$ cat src/rtl/sdp_rdma_group_ctrl_pkg.sv
// Shared definitions for the SDP RDMA ping-pong register-group controller:
// group status encodings and group index constants.
package sdp_rdma_group_ctrl_pkg;

    typedef enum logic [1:0] {
        SDP_RDMA_GRP_IDLE = 2'd0,
        SDP_RDMA_GRP_RUN  = 2'd1,
        SDP_RDMA_GRP_PEND = 2'd2
    } sdp_rdma_grp_status_e;

    localparam logic SDP_RDMA_GRP0 = 1'b0;
    localparam logic SDP_RDMA_GRP1 = 1'b1;

endpackage

$ cat src/rtl/sdp_rdma_group_state.sv
// One register group: its op_en flop (set has priority over clear) and the
// IDLE/RUNNING/PENDING status decode.
module sdp_rdma_group_state
    import sdp_rdma_group_ctrl_pkg::*;
(
    input  logic       nvdla_core_clk,
    input  logic       nvdla_core_rstn,
    input  logic       set,
    input  logic       clr,
    input  logic       is_consumer,
    output logic       grp_op_en,
    output logic [1:0] status
);

    // Firmware re-arming the group in the same cycle its operation finishes must not be lost.
    always_ff @(posedge nvdla_core_clk or negedge nvdla_core_rstn) begin
        if (!nvdla_core_rstn) begin
            grp_op_en <= 1'b0;
        end else if (set) begin
            grp_op_en <= 1'b1;
        end else if (clr) begin
            grp_op_en <= 1'b0;
        end
    end

    always_comb begin
        status = SDP_RDMA_GRP_IDLE;
        if (grp_op_en) begin
            status = is_consumer ? SDP_RDMA_GRP_RUN : SDP_RDMA_GRP_PEND;
        end
    end

endmodule

$ cat src/rtl/sdp_rdma_group_ctrl.sv
// SDP RDMA dual register-group controller: tracks the consumer group and drives
// op_en/op_load to the read engine. Define SDP_RDMA_GROUP_PERF_EN for the cycle counter.
module sdp_rdma_group_ctrl
    import sdp_rdma_group_ctrl_pkg::*;
#(
    parameter int PERF_CNT_W = 32,
    parameter int STATUS_W   = 2
) (
    input  logic                  nvdla_core_clk,
    input  logic                  nvdla_core_rstn,
    input  logic                  producer,
    input  logic                  d0_op_en_trigger,
    input  logic                  d1_op_en_trigger,
    input  logic                  reg_wr_data0,
    input  logic                  dp_op_done,
    output logic                  consumer,
    output logic [STATUS_W-1:0]   status_0,
    output logic [STATUS_W-1:0]   status_1,
    output logic                  d0_op_en,
    output logic                  d1_op_en,
    output logic                  op_en,
    output logic                  op_load,
    output logic [PERF_CNT_W-1:0] perf_op_cycles
);

    if (STATUS_W != 2) begin : g_bad_status_w
        $error("sdp_rdma_group_ctrl: STATUS_W must be 2");
    end

    logic       accepted_done;
    logic       op_en_nxt;
    logic       op_load_nxt;
    logic [1:0] grp0_status;
    logic [1:0] grp1_status;
    logic       unused_producer;

    // producer is only reflected back through the register file.
    assign unused_producer = producer;

    assign accepted_done = dp_op_done & op_en;
    assign op_en_nxt     = (consumer ? d1_op_en : d0_op_en) & ~accepted_done;
    assign op_load_nxt   = op_en_nxt & ~op_en;

    sdp_rdma_group_state u_grp0 (
        .nvdla_core_clk  (nvdla_core_clk),
        .nvdla_core_rstn (nvdla_core_rstn),
        .set             (d0_op_en_trigger & reg_wr_data0),
        .clr             (accepted_done & (consumer == SDP_RDMA_GRP0)),
        .is_consumer     (consumer == SDP_RDMA_GRP0),
        .grp_op_en       (d0_op_en),
        .status          (grp0_status)
    );

    sdp_rdma_group_state u_grp1 (
        .nvdla_core_clk  (nvdla_core_clk),
        .nvdla_core_rstn (nvdla_core_rstn),
        .set             (d1_op_en_trigger & reg_wr_data0),
        .clr             (accepted_done & (consumer == SDP_RDMA_GRP1)),
        .is_consumer     (consumer == SDP_RDMA_GRP1),
        .grp_op_en       (d1_op_en),
        .status          (grp1_status)
    );

    assign status_0 = grp0_status;
    assign status_1 = grp1_status;

    // Forcing op_en low on the done cycle guarantees a gap, so every operation gets its own op_load.
    always_ff @(posedge nvdla_core_clk or negedge nvdla_core_rstn) begin
        if (!nvdla_core_rstn) begin
            consumer <= 1'b0;
            op_en    <= 1'b0;
            op_load  <= 1'b0;
        end else begin
            consumer <= consumer ^ accepted_done;
            op_en    <= op_en_nxt;
            op_load  <= op_load_nxt;
        end
    end

`ifdef SDP_RDMA_GROUP_PERF_EN
    logic [PERF_CNT_W-1:0] perf_cnt;

    // Counts every cycle op_en is high, done cycle included; op_en then drops so the value holds.
    always_ff @(posedge nvdla_core_clk or negedge nvdla_core_rstn) begin
        if (!nvdla_core_rstn) begin
            perf_cnt <= '0;
        end else if (op_load_nxt) begin
            perf_cnt <= '0;
        end else if (op_en && (perf_cnt != {PERF_CNT_W{1'b1}})) begin
            perf_cnt <= perf_cnt + 1'b1;
        end
    end

    assign perf_op_cycles = perf_cnt;
`else
    assign perf_op_cycles = '0;
`endif

endmodule
$ cat config.mk
export PLATFORM = sky130hd
export DESIGN_NAME = sdp_rdma_group_ctrl
export DESIGN_NICKNAME = d
export VERILOG_FILES = /design/src/rtl/sdp_rdma_group_ctrl_pkg.sv /design/src/rtl/sdp_rdma_group_state.sv /design/src/rtl/sdp_rdma_group_ctrl.sv
export SDC_FILE = /design/constraint.sdc
export NUM_CORES = 1
export LEC_CHECK = 0
export CORE_MARGIN = 5
export CORE_UTILIZATION = 29
export CTS_BUF_LIST = sky130_fd_sc_hd__clkbuf_4 sky130_fd_sc_hd__clkbuf_8
export CTS_CLUSTER_DIAMETER = 50
export CTS_CLUSTER_SIZE = 30
export DETAILED_ROUTE_END_ITERATION = 8
export GPL_ROUTABILITY_DRIVEN = 0
export GPL_TIMING_DRIVEN = 0
export PLACE_DENSITY = 0.83
export SETUP_SLACK_MARGIN = 0.05
export SYNTH_ARGS = -nofsm -noshare
export SYNTH_HDL_FRONTEND = slang
export SYNTH_SLANG_ARGS = --single-unit
$ cat constraint.sdc
create_clock -name nvdla_core_clk -period 1.1 [get_ports nvdla_core_clk]
set_clock_uncertainty 0.05 [all_clocks]
set_input_delay 0.22 -clock nvdla_core_clk [delete_from_list [all_inputs] [get_ports nvdla_core_clk]]
set_output_delay 0.22 -clock nvdla_core_clk [all_outputs]
set_load 0.01 [all_outputs]
* Word level (Yosys, flattened, before mapping)
Index checks and enable logic that the tools add are counted.
Widths: inputs -> output; s select.
** Storage, ports and cells
- Register bits :: 5
- Input bits :: 7
- Output and inout port bits :: 41
- Word-level logic and storage cells :: 27
** Cells by class
- Muxes and demuxes :: 9
- Bitwise logic cells :: 11
- Reductions and logical operators :: 2
** Operator list (number)
- $mux 2 :: 4
- $and 1x1->1 :: 7
- $mux 1 :: 5
- $reduce_bool 2->1 :: 2
- $not 1->1 :: 3
- $xor 1x1->1 :: 1

* Depth between registers and ports, before layout
- Word-level depth :: 4
- Gate-level depth with buffers :: 3
- Gate-level depth less buffers :: 3

* Hierarchy
Synthesis repeated with hierarchy kept, for this count alone.
** Unflattened totals
- Cell total of the unflattened synthesis :: 56
- Area total of the unflattened synthesis :: 493.0 µm²
** Modules (own cells, without submodules)
- sdp_rdma_group_ctrl :: instances 1, cells an instance 46, area an instance 387.9 µm², sequential area each 75.1 µm²
- sdp_rdma_group_state :: instances 2, cells an instance 5, area an instance 52.6 µm², sequential area each 25.0 µm²

* Least setup slack after synthesis
No wires, ideal clock.
- Path type :: reg2reg
- Start point :: reg op_en
- End point :: reg consumer
- Setup time :: 113 ps
- Arrival time :: 859 ps
- Required time :: 937 ps
- Slack :: 79 ps
- Cell stages (with the launch flop) :: 4
- Buffers on the path :: 0
- Clock period less this slack :: 1021 ps
- Cell sequence :: dfrtp_1 > and2_1 > ha_1 > inv_1
** On the way
- Longest elaborated chain between the ends :: 2
** Ends and longest elaborated chain
- from (decl) :: RTL line sdp_rdma_group_ctrl.sv:21 : output logic op_en,
- from (signal assigned) :: RTL line sdp_rdma_group_ctrl.sv:75 : op_en <= op_en_nxt;
- $and 1x1->1 :: RTL line sdp_rdma_group_ctrl.sv:40 : assign accepted_done = dp_op_done & op_en;
- $xor 1x1->1 :: RTL line sdp_rdma_group_ctrl.sv:74 : consumer <= consumer ^ accepted_done;
- to (signal assigned) :: RTL line sdp_rdma_group_ctrl.sv:74
- to (decl) :: RTL line sdp_rdma_group_ctrl.sv:16 : output logic consumer,
No other way between the ends.
A chain may end at the register's enable or synchronous reset.

* Worst setup path after layout
- Start point :: reg consumer
- End point :: out status_1[1]
** On the way
- Longest elaborated chain between the ends :: 2
** Ends and longest elaborated chain
- $mux 2 :: RTL line sdp_rdma_group_state.sv:29 : status = is_consumer ? SDP_RDMA_GRP_RUN : SDP_RDMA_GRP_PEND;
- $mux 2 :: RTL line sdp_rdma_group_state.sv:28 : if (grp_op_en) begin
- to (decl) :: RTL line sdp_rdma_group_ctrl.sv:18 : output logic [STATUS_W-1:0] status_1,
No other way between the ends.

==> results.py <==
metrics = {
    "worst_setup_path": {
        "critPathMaxFanout": 6,
        "required_ps": 830,
        "cp_top_family": "flip-flops",
        "crit_arrival_ps": 990,
        "critPathMaxStageDelay_ps": 430,
        "slowest_stage": "dfrtp_2",
        "critPathLaunchType": "register",
        "cp_cell_sequence": "and2b_2 -> buf_6",
        "crit_buf_inv": 1,
        "path_class": "register to primary output",
        "end_kind": "primary output",
    },
    "sta": {
        "min_period_ps": 1260,
        "fmax_ghz": 0.796,
        "tns_ps": -565,
        "timing.hold.ws_ps": 160,
        "setup_slack_ps": -157,
        "slew_violations": 0,
        "finalSetupViolations": 6,
        "hold_viol": 0,
        "finalCritPeriodShare_pct": 114,
        "rsz0062_at_grt": "true",
    },
    "global_route": {
        "grt_util_met1_pct": 9.91,
        "grt_max_degree": 7,
        "grt_pass1_wl_mm": 1.86,
        "grt_pass1_vias": 442,
        "grt_remaining_overflow": 0,
        "grt_util_all_layers_pct": 9.51,
        "globalRoute.busiestLayer": "met2",
        "use_met2_pct": 15.7,
        "antenna_found_initial": 0,
        "grtUsageMet3_pct": 5.12,
    },
    "synth": {
        "synth.area.top_cells": "buf_4, dfrtp_1, nor2_1, ha_1, inv_1",
        "syn_area_per_cell_sq_um": 8.57,
        "synth_cells": 54,
        "synth_seq_cells": 5,
        "synth.distinct_cells": 14,
        "synth_largest_area_cell": "buf_4",
        "yosysSeqAreaShare_pct": 27.0,
        "synth.top_cell.area_share_pct": 51.9,
        "synth_area_sq_um": 463,
        "ys_warn_count": 0,
    },
    "routing": {
        "dr.pass1.iters": 2,
        "drt.antenna.violating_nets": 0,
        "vias": 405,
        "routedWlPerCell_microns": 8.82,
        "drc": 0,
        "viasPerCell": 3.21,
        "routed_wl_mm": 1.11,
        "drt-initial-drc-count": 4,
    },
    "cells_and_area": {
        "diodes": 0,
        "synthToLayoutAreaGrowth_pct": 78.6,
        "final_nets": 119,
        "drive_gt1_share_pct": 55.5,
        "design_area_sq_um": 827,
        "fin_cells": 126,
        "final_core_util_pct": 54.9,
    },
    "placement": {
        "placed_area_sq_um": 739,
        "port_buffers": 14,
        "hpwl_microns": 903,
        "placedCellCount": 115,
        "post-place-ws_ps": -354,
    },
    "min_path": {
        "hold_path_class": "primary input to async pin",
    },
    "run_status": {
        "violations": "setup timing",
        "status": "complete, but fails checks",
    },
    "cts": {
        "clockRootBuffer": "clkbuf_4",
        "h-tree-depth": 1,
        "clock-sinks": 5,
        "clk_path_buf_depth": 2,
        "cts_tree": "built",
        "clk_pin_slew_ps": 40,
        "cts_made_buffers": 3,
        "holdBufCountCts": 0,
        "clk_latency_ps": 240,
    },
    "power": {
        "p_leak_nw": 0.511,
        "combinationalPowerShare_pct": 63.7,
        "seqPwrFrac_pct": 22.0,
        "pwr_density_cell_nw_per_um2": 1990,
        "p_int_mw": 1.06,
        "total_power_mw": 1.65,
        "p_sw_uw": 589,
        "clkPwrFrac_pct": 14.3,
        "ir_drop_mv": 1.10,
        "swShare_pct": 35.8,
    },
    "floorplan": {
        "fp-row-count": 14,
        "die-height_microns": 50.0,
        "die_w_microns": 50.0,
        "start_util_pct": 30.7,
        "io-pin-count": 48,
        "core_sq_um": 1510,
        "die_area_sq_um": 2500,
    },
    "job": {
        "drv_cap": 0,
    },
}
## cells in the final DEF, fill, tap and decap left out
| master | instances |
|---|---|
| a22o_1 | 1 |
| and2_4 | 2 |
| and2b_2 | 1 |
| buf_2 | 5 |
| buf_4 | 38 |
| buf_6 | 5 |
| clkbuf_4 | 4 |
| clkdlybuf4s50_1 | 5 |
| conb_1 | 32 |
| dfrtp_1 | 4 |
| dfrtp_2 | 1 |
| ha_4 | 1 |
| inv_2 | 3 |
| mux2i_1 | 1 |
| nand2_1 | 1 |
| nand3_1 | 1 |
| nor2_1 | 4 |
| o21ai_2 | 1 |
## registers in the layout (all words and copies together), names as in the netlist
signal	cells
op_load	1
consumer	1
op_en	1
u_grp0.grp_op_en	1
u_grp1.grp_op_en	1
## layer usage
layer / vias up / part of all wire [%]
met3: 0 / 11
met4: 0 / 0
met5: - / 0
li1: 213 / -
met1: 168 / 34
met2: 24 / 54
## Yosys cell counts
cell type,instances
dfrtp_1,5
and2_1,1
nor2_1,4
and2_2,1
mux2i_1,1
nand3_1,1
a22o_1,1
conb_1,1
o21ai_0,1
and2b_2,1
ha_1,1
nand2_1,1
buf_4,32
inv_1,3
## power by group through the flow
stage / clock network [mW] / registers, mW / logic [mW]
floorplan: 0 / 0.399 / 0.369
global placement: 0 / 0.363 / 0.806
detailed placement: 0 / 0.372 / 0.823
CTS: 0.245 / 0.362 / 1.01
global route: 0.258 / 0.379 / 1.15
finish: 0.235 / 0.362 / 1.05
## logic make-up after synthesis
family	Yosys count	share of synthesized area [%]
buffers and inverters	35	54.3
and+or+nand+nor	9	10.0
DFF	5	27.0
AOI/OAI and AO/OA	2	2.97
muxes	1	2.16
adders and majority gates	1	2.70
other	1	0.810
## final timing paths
path / from / end / slack (ps) / cells past startpoint
setup / recovery: consumer / status_1[1] / -160 / 2
hold / removal: nvdla_core_rstn / u_grp1.grp_op_en / 160 / 1
setup reg to reg: op_en / consumer / 30 / 4
hold reg to reg: op_en / op_load / 490 / 2
max in group asynchronous: nvdla_core_rstn / consumer / 630 / 1
min in group nvdla_core_clk: op_en / op_load / 490 / 2
## cell type report
cell class	count	area [sq um]
plain buffers	32	240
clock buffers	4	30.0
fillers	150	679
inverters	3	11.3
multi-input cells	45	223
flip-flops and latches	5	126
well taps	16	20.0
repair buffers	21	176
## what timing repair did
| action | CTS | global route |
|---|---|---|
| pin swaps | 3 | 0 |
| endpoints found under the setup margin | 9 | 13 |
| gates resized for setup | 48 | 2 |
| setup buffers | 6 | 1 |
Power figures use the tool's default switching activity.
